## src/rtl/axi_single_master.sv

```systemverilog
// Single-outstanding AXI4 master: turns a command/response port into single-beat AXI4 writes and reads.
// Optional hung-slave watchdog is compiled in when AXI_MASTER_TIMEOUT_EN is defined.
module axi_single_master #(
   parameter int unsigned DATA_WIDTH     = 32,
   parameter int unsigned ADDR_WIDTH     = 16,
   parameter int unsigned STRB_WIDTH     = DATA_WIDTH / 8,
   parameter int unsigned ID_WIDTH       = 8,
   parameter int unsigned TIMEOUT_CYCLES = 256
) (
   input  logic                  clock,
   input  logic                  reset_n,
   input  logic                  cmd_valid,
   output logic                  cmd_ready,
   input  logic                  cmd_write,
   input  logic [ID_WIDTH-1:0]   cmd_id,
   input  logic [ADDR_WIDTH-1:0] cmd_addr,
   input  logic [DATA_WIDTH-1:0] cmd_wdata,
   input  logic [STRB_WIDTH-1:0] cmd_wstrb,
   output logic                  rsp_valid,
   input  logic                  rsp_ready,
   output logic                  rsp_write,
   output logic [ID_WIDTH-1:0]   rsp_id,
   output logic [DATA_WIDTH-1:0] rsp_rdata,
   output logic [1:0]            rsp_resp,
   output logic                  rsp_id_err,
   output logic                  busy,
   output logic [ID_WIDTH-1:0]   m_axi_awid,
   output logic [ADDR_WIDTH-1:0] m_axi_awaddr,
   output logic [7:0]            m_axi_awlen,
   output logic [2:0]            m_axi_awsize,
   output logic [1:0]            m_axi_awburst,
   output logic                  m_axi_awlock,
   output logic [3:0]            m_axi_awcache,
   output logic [2:0]            m_axi_awprot,
   output logic                  m_axi_awvalid,
   input  logic                  m_axi_awready,
   output logic [DATA_WIDTH-1:0] m_axi_wdata,
   output logic [STRB_WIDTH-1:0] m_axi_wstrb,
   output logic                  m_axi_wlast,
   output logic                  m_axi_wvalid,
   input  logic                  m_axi_wready,
   input  logic [ID_WIDTH-1:0]   m_axi_bid,
   input  logic [1:0]            m_axi_bresp,
   input  logic                  m_axi_bvalid,
   output logic                  m_axi_bready,
   output logic [ID_WIDTH-1:0]   m_axi_arid,
   output logic [ADDR_WIDTH-1:0] m_axi_araddr,
   output logic [7:0]            m_axi_arlen,
   output logic [2:0]            m_axi_arsize,
   output logic [1:0]            m_axi_arburst,
   output logic                  m_axi_arlock,
   output logic [3:0]            m_axi_arcache,
   output logic [2:0]            m_axi_arprot,
   output logic                  m_axi_arvalid,
   input  logic                  m_axi_arready,
   input  logic [ID_WIDTH-1:0]   m_axi_rid,
   input  logic [DATA_WIDTH-1:0] m_axi_rdata,
   input  logic [1:0]            m_axi_rresp,
   input  logic                  m_axi_rlast,
   input  logic                  m_axi_rvalid,
   output logic                  m_axi_rready
);

   localparam int unsigned LSB = $clog2(STRB_WIDTH);
   localparam logic [ADDR_WIDTH-1:0] ADDR_MASK = {ADDR_WIDTH{1'b1}} << LSB;

   typedef enum logic [2:0] {IDLE, WR_REQ, WR_RESP, RD_REQ, RD_DATA, RSP} state_t;

   state_t                state_q, state_d;
   logic                  aw_done_q, aw_done_d, w_done_q, w_done_d;
   logic                  cmd_hs, b_hs, r_hs, timeout;
   logic [1:0]            rst_sync;
   logic                  rst_n;
   logic [ID_WIDTH-1:0]   id_q;
   logic [ADDR_WIDTH-1:0] addr_q;
   logic [DATA_WIDTH-1:0] wdata_q;
   logic [STRB_WIDTH-1:0] wstrb_q;
   logic                  write_q;
   logic                  unused_ok;

   // Reset asserts asynchronously and releases on a clock edge
   always_ff @(posedge clock or negedge reset_n) begin
      if (!reset_n) rst_sync <= '0;
      else          rst_sync <= {rst_sync[0], 1'b1};
   end
   assign rst_n = rst_sync[1];

   assign m_axi_awid    = id_q;
   assign m_axi_awaddr  = addr_q;
   assign m_axi_awlen   = 8'd0;
   assign m_axi_awsize  = 3'(LSB);
   assign m_axi_awburst = 2'b01;
   assign m_axi_awlock  = 1'b0;
   assign m_axi_awcache = 4'b0000;
   assign m_axi_awprot  = 3'b000;
   assign m_axi_wdata   = wdata_q;
   assign m_axi_wstrb   = wstrb_q;
   assign m_axi_wlast   = 1'b1;
   assign m_axi_arid    = id_q;
   assign m_axi_araddr  = addr_q;
   assign m_axi_arlen   = 8'd0;
   assign m_axi_arsize  = 3'(LSB);
   assign m_axi_arburst = 2'b01;
   assign m_axi_arlock  = 1'b0;
   assign m_axi_arcache = 4'b0000;
   assign m_axi_arprot  = 3'b000;

   assign cmd_hs = cmd_valid && cmd_ready;
   assign b_hs   = m_axi_bvalid && m_axi_bready;
   assign r_hs   = m_axi_rvalid && m_axi_rready;

`ifdef AXI_MASTER_TIMEOUT_EN
   localparam int unsigned CNT_W = $clog2(TIMEOUT_CYCLES + 1);
   logic [CNT_W-1:0] cnt_q, cnt_d;

   always_ff @(posedge clock or negedge rst_n) begin
      if (!rst_n) cnt_q <= '0;
      else        cnt_q <= cnt_d;
   end
   assign unused_ok = m_axi_rlast;
`else
   assign unused_ok = ^{m_axi_rlast, 32'(TIMEOUT_CYCLES)};
`endif

   always_ff @(posedge clock or negedge rst_n) begin
      if (!rst_n) state_q <= IDLE;
      else        state_q <= state_d;
   end

   always_comb begin
      state_d   = state_q;
      aw_done_d = aw_done_q;
      w_done_d  = w_done_q;
      timeout   = 1'b0;
`ifdef AXI_MASTER_TIMEOUT_EN
      cnt_d     = '0;
`endif
      unique case (state_q)
         IDLE: begin
            if (cmd_hs) begin
               aw_done_d = 1'b0;
               w_done_d  = 1'b0;
               state_d   = cmd_write ? WR_REQ : RD_REQ;
            end
         end
         WR_REQ: begin
            if (m_axi_awvalid && m_axi_awready) aw_done_d = 1'b1;
            if (m_axi_wvalid && m_axi_wready)   w_done_d  = 1'b1;
            if (aw_done_d && w_done_d)          state_d   = WR_RESP;
         end
         WR_RESP: if (b_hs) state_d = RSP;
         RD_REQ:  if (m_axi_arvalid && m_axi_arready) state_d = RD_DATA;
         RD_DATA: if (r_hs) state_d = RSP;
         RSP:     if (rsp_ready) state_d = IDLE;
         default: state_d = IDLE;
      endcase
`ifdef AXI_MASTER_TIMEOUT_EN
      // A real handshake in the same cycle wins over the watchdog
      if (state_d == state_q && state_q inside {WR_REQ, WR_RESP, RD_REQ, RD_DATA}) begin
         cnt_d = CNT_W'(cnt_q + 1'b1);
         if (cnt_d == CNT_W'(TIMEOUT_CYCLES)) begin
            cnt_d   = '0;
            state_d = RSP;
            timeout = 1'b1;
         end
      end
`endif
   end

   // Outputs are registered decodes of the next state
   always_ff @(posedge clock or negedge rst_n) begin
      if (!rst_n) begin
         aw_done_q     <= 1'b0;
         w_done_q      <= 1'b0;
         cmd_ready     <= 1'b1;
         busy          <= 1'b0;
         m_axi_awvalid <= 1'b0;
         m_axi_wvalid  <= 1'b0;
         m_axi_bready  <= 1'b0;
         m_axi_arvalid <= 1'b0;
         m_axi_rready  <= 1'b0;
         rsp_valid     <= 1'b0;
         rsp_write     <= 1'b0;
         rsp_id        <= '0;
         rsp_rdata     <= '0;
         rsp_resp      <= 2'b00;
         rsp_id_err    <= 1'b0;
         id_q          <= '0;
         addr_q        <= '0;
         wdata_q       <= '0;
         wstrb_q       <= '0;
         write_q       <= 1'b0;
      end else begin
         aw_done_q     <= aw_done_d;
         w_done_q      <= w_done_d;
         cmd_ready     <= (state_d == IDLE);
         busy          <= (state_d != IDLE);
         m_axi_awvalid <= (state_d == WR_REQ) && !aw_done_d;
         m_axi_wvalid  <= (state_d == WR_REQ) && !w_done_d;
         m_axi_bready  <= (state_d == WR_RESP);
         m_axi_arvalid <= (state_d == RD_REQ);
         m_axi_rready  <= (state_d == RD_DATA);
         rsp_valid     <= (state_d == RSP);
         if (cmd_hs) begin
            id_q    <= cmd_id;
            addr_q  <= cmd_addr & ADDR_MASK;
            wdata_q <= cmd_wdata;
            wstrb_q <= cmd_wstrb;
            write_q <= cmd_write;
         end
         if (b_hs) begin
            rsp_write  <= 1'b1;
            rsp_id     <= id_q;
            rsp_rdata  <= '0;
            rsp_resp   <= m_axi_bresp;
            rsp_id_err <= (m_axi_bid != id_q);
         end else if (r_hs) begin
            rsp_write  <= 1'b0;
            rsp_id     <= id_q;
            rsp_rdata  <= m_axi_rdata;
            rsp_resp   <= m_axi_rresp;
            rsp_id_err <= (m_axi_rid != id_q);
         end else if (timeout) begin
            rsp_write  <= write_q;
            rsp_id     <= id_q;
            rsp_rdata  <= '0;
            rsp_resp   <= 2'b10;
            rsp_id_err <= 1'b0;
         end
      end
   end

endmodule

```

## config.mk

```make
export PLATFORM = sky130hd
export DESIGN_NAME = axi_single_master
export DESIGN_NICKNAME = d
export VERILOG_FILES = /design/src/rtl/axi_single_master.sv
export SDC_FILE = /design/constraint.sdc
export NUM_CORES = 1
export LEC_CHECK = 0
export BUFFER_PORTS_ARGS = -buffer_cell sky130_fd_sc_hd__buf_2
export CORE_AREA = 10 10 87 165
export CTS_BUF_LIST = sky130_fd_sc_hd__clkbuf_8
export DETAILED_ROUTE_END_ITERATION = 10
export DIE_AREA = 0 0 97 175
export HOLD_SLACK_MARGIN = 0.08
export PLACE_DENSITY = 0.79
export SETUP_SLACK_MARGIN = 0.15
export SYNTH_ARGS = -nofsm -noshare
export SYNTH_HDL_FRONTEND = slang
export SYNTH_SLANG_ARGS = --single-unit
```

## constraint.sdc

```tcl
create_clock -name clock -period 4.1 [get_ports clock]
set_input_delay 1.23 -clock clock [delete_from_list [all_inputs] [get_ports clock]]
set_output_delay 1.23 -clock clock [all_outputs]
set_load 0.01 [all_outputs]
```

==> parameters.txt <==
Parameter                              Value

Yosys
  Most frequently used flop master after synthesis ... sky130_fd_sc_hd__dfrtp_1
  Number of enable-type register cells in the synthesized netlist ... 0
  Number of distinct library cells after synthesis ... 39
  Proportion of netlist area held by the largest area contributor ... 56.0%
  Synth Area in Compound Gates ... 5.72%
  Multiplexer area fraction after synthesis ... 14.1%
  Xor and xnor fraction of the mapped netlist area ... 1.69%
  Synth Area in Simple Gates ... 10.1%
  Yosys warning total ... 0
  Ys async rst share ... 100%
  Adder-cell area share of the yosys netlist ... 0%
  Commonest cells post-synth ... 116 x sky130_fd_sc_hd__dfrtp_1, 76 x sky130_fd_sc_hd__nand2_1, 69 x sky130_fd_sc_hd__buf_4
  Synthesized instance count ... 454
  Biggest area contributors in the synthesized netlist ... sky130_fd_sc_hd__dfrtp_1 56%, sky130_fd_sc_hd__mux2_2 14%, sky130_fd_sc_hd__buf_4 10%, sky130_fd_sc_hd__nand2_1 5.5%, sky130_fd_sc_hd__a21oi_1 3.6%
  Cell area after synthesis ... 5180 um2
  Register bit total from synthesis ... 117
  Largest family of logic cells by synthesized area ... multiplexers
  Largest area contributor in the netlist ... sky130_fd_sc_hd__dfrtp_1
  Most frequent cell after synthesis ... sky130_fd_sc_hd__dfrtp_1
  Seq/Total Area, Yosys ... 56.5%
  Mean instance size in the synthesized netlist ... 11.4 um2

Clock network
  CTS buffer count ... 17
  Root buffer cell ... sky130_fd_sc_hd__clkbuf_8
  Hold-fix buffers at CTS ... 0
  Buffers inserted by post-CTS timing repair ... 0
  Cts repair resizes ... 0
  Htree depth ... 4
  Clock Sink Count ... 117
  Clock tree from TritonCTS ... built
  Maximum buffer depth of the clock tree ... 2
  Clock-pin transition on the worst setup and hold timing paths ... 0.07 ns
  Clock latency on the worst-skew pair ... 0.41 ns

STA
  Worst-Margin Slew ... ~1.1 ns
  Number of pins with negative max-slew slack in the final report ... 0
  Max-slew headroom ... 29.2%
  Maximum clock frequency ... 371 MHz
  Final-layout setup total negative slack ... 0 ns
  Final critical delay including setup and external delays ... 2.69 ns
  Share of the clock period used by the worst path ... around two thirds
  Final worst setup slack ... ~1.4 ns
  Unrepaired setup endpoints after global routing ... false
  Largest clock skew in the final design ... 0.00989 ns
  Number of endpoints with negative hold slack in the final report ... 0
  Setup violation total in the final timing report ... 0

Cells and area
  Final net count ... a little over 800
  Total inserted antenna cells ... 0
  Area of all placed cells without fillers ... around 6700 um2
  Share of final-layout standard cells stronger than drive strength 1 ... about half
  Layout overhead on the synthesized area ... 29.2%
  Core occupancy in the finished layout ... 57.2%
  Filler cell count in the final layout ... 1005

GRT
  Wire length of the first global-routing pass ... 23900 um
  Total congestion overflow ... 0
  Pin count of the biggest net entering global routing ... 84
  Via count of the first global-routing pass ... roughly 4700
  Number of antenna violations at the first check in global routing ... 0
  Tot GR Track Use ... 17.3%

Setup path
  Data arrival time of the worst path ... 2.99 ns
  Slowest Stage Delay on Critical Path ... 0.62 ns
  Buffers and inverters on the worst path ... 1
  Cell family with the largest share of critical-path delay ... simple AND/OR/NAND/NOR gates
  Required arrival time at the worst endpoint ... 4.39 ns
  Path type of the worst setup path ... input port to register
  Worst-path cell chain ... buf_2, nand2_2, o21ai_2, or4b_1, or4_4, or2_1
  CP max-delay cell ... sky130_fd_sc_hd__or4b_1
  Type of destination of the critical path ... register
  CP max FO ... 10
  Startpoint types ... input port

Placement
  Hpwl dp ... 12300 um
  Worst setup slack after placement ... ~1 ns
  Global placement routability congestion ... 0.867
  Number of I/O port buffers ... 251
  Total cell area at the placement stage ... 6260 um2

Floorplanning
  Die area ... 17000 um2
  Top-level I/O count ... 302
  Die boundary height ... 175 um
  X dimension of the die ... 97 um
  # rows ... 56
  Core footprint ... between 10000 and 15000 um2
  Initial core utilization ... 44.3%

Routing
  DRC viols ... 0
  Overall via count from detail_route ... 4077
  First-pass iteration count of the detailed router ... 5
  Drt total wl ... 15200 um
  Vias/cell ... 4.81
  Drt wl/cell ... about 18 um
  Antenna-violating nets left ... 0
  Starting DRC count in detailed routing ... 61

Pwr
  Net Switching ... 1.93 mW
  Part of the total power dissipated in sequential elements ... 39.3%
  Leakage ... 3.50 nW
  Logic pwr share ... between 30% and 40%
  Part of the power in the clock network ... 21.5%
  Post-layout power ... between 5 and 6 mW
  Pwr per Cell Area ... 790 nW/um2
  Int Pwr ... roughly 3.4 mW
  Net switching fraction of the power ... 36.5%
  IR drop worst, VDD ... 0.434 mV

Run status
  Result of the run ... finished, final reports clean

Run
  Number of max-cap violations ... 0

Min path
  Class of the tightest hold or removal check ... register to register
==> power by group through the flow <==
stage | Clock (mW) | Sequential, mW | Combinational (mW)
2_1_floorplan | 0 | 2.29 | 1.08
3_3_place_gp | 0 | 2.05 | 2.06
3_5_place_dp | 0 | 2.10 | 2.11
4_1_cts | 1.17 | 2.09 | 2.12
5_1_grt | 1.22 | 2.16 | 2.27
6_report | 1.14 | 2.08 | 2.07
==> placed cells by master (no fill, tap or decap), types with 3 or more instances in the layout <==
| cell | instances |
|---|---|
| sky130_fd_sc_hd__nand2_1 | 75 |
| sky130_fd_sc_hd__a21oi_1 | 37 |
| sky130_fd_sc_hd__clkbuf_8 | 18 |
| sky130_fd_sc_hd__xor2_1 | 6 |
| sky130_fd_sc_hd__and2_1 | 3 |
| sky130_fd_sc_hd__dfrtp_1 | 115 |
| sky130_fd_sc_hd__xnor2_1 | 4 |
| sky130_fd_sc_hd__mux2_2 | 65 |
| sky130_fd_sc_hd__or3b_2 | 3 |
| sky130_fd_sc_hd__buf_4 | 7 |
| sky130_fd_sc_hd__conb_1 | 48 |
| sky130_fd_sc_hd__inv_1 | 6 |
| sky130_fd_sc_hd__a31oi_1 | 4 |
| sky130_fd_sc_hd__nor2_1 | 9 |
| sky130_fd_sc_hd__buf_2 | 251 |
| sky130_fd_sc_hd__clkinv_4 | 3 |
| sky130_fd_sc_hd__nor3_1 | 7 |
| sky130_fd_sc_hd__o21ai_0 | 6 |
| sky130_fd_sc_hd__clkinv_2 | 3 |
| sky130_fd_sc_hd__bufinv_16 | 4 |
==> path summary, 6_finish.rpt <==
path | slack [ns] | to | cells past startpoint | startpoint
worst max-delay path | 1.41 | busy | 6 | m_axi_bvalid
worst min-delay path | 0.36 | rst_sync[1] | 0 | rst_sync[0]
worst max register to register | 1.91 | busy | 5 | m_axi_bready
worst min register to register | 0.36 | rst_sync[1] | 0 | rst_sync[0]
max in group asynchronous | 2.52 | m_axi_wdata[10] | 1 | rst_sync[1]
min in group asynchronous | 0.49 | rsp_id[3] | 0 | rst_sync[1]
==> routing by layer <==
layer	track usage [%]	part of all wire [%]	vias to the layer above
met5	0	0	-
met2	31.2	54	220
met4	7.73	2.2	0
met1	15.6	33	1958
li1	-	-	1873
met3	8.97	12	26
==> per-stage QoR <==
step | hold slack [ns] | instances
after floorplan | 0.331 | 500
after global routing | 0.385 | 847
after global placement | 0.338 | 815
after detailed placement | 0.356 | 815
after CTS | 0.370 | 847
final | 0.363 | 847
==> layout make-up <==
class,instances,area [um2],area share (%)
Tap cell,145,181,2.71
Sequential cell,117,2930,43.8
Multi-Input combinational cell,291,1820,27.2
Inverter,4,15.0,0.224
Clock buffer,18,248,3.70
Clock inverter,14,185,2.77
Timing Repair Buffer,258,1310,19.6
==> flip-flops by register name, indices dropped and copies added (netlist names), 2 cells and up <==
register and cells:
rsp_id 8, m_axi_araddr 14, m_axi_arid 8, rsp_rdata 32
rsp_resp 2, state_q 3, m_axi_wstrb 4, m_axi_wdata 32
rst_sync 2
==> cells by family after synthesis <==
kind of cell | count (synthesis)
AO/OA/AOI/OAI | 54
XOR/XNOR | 10
buffers and inverters | 92
flip-flops | 117
multiplexers | 65
other | 2
AND/OR/NAND/NOR | 114
Note: power is estimated with default switching activity, not from simulation.
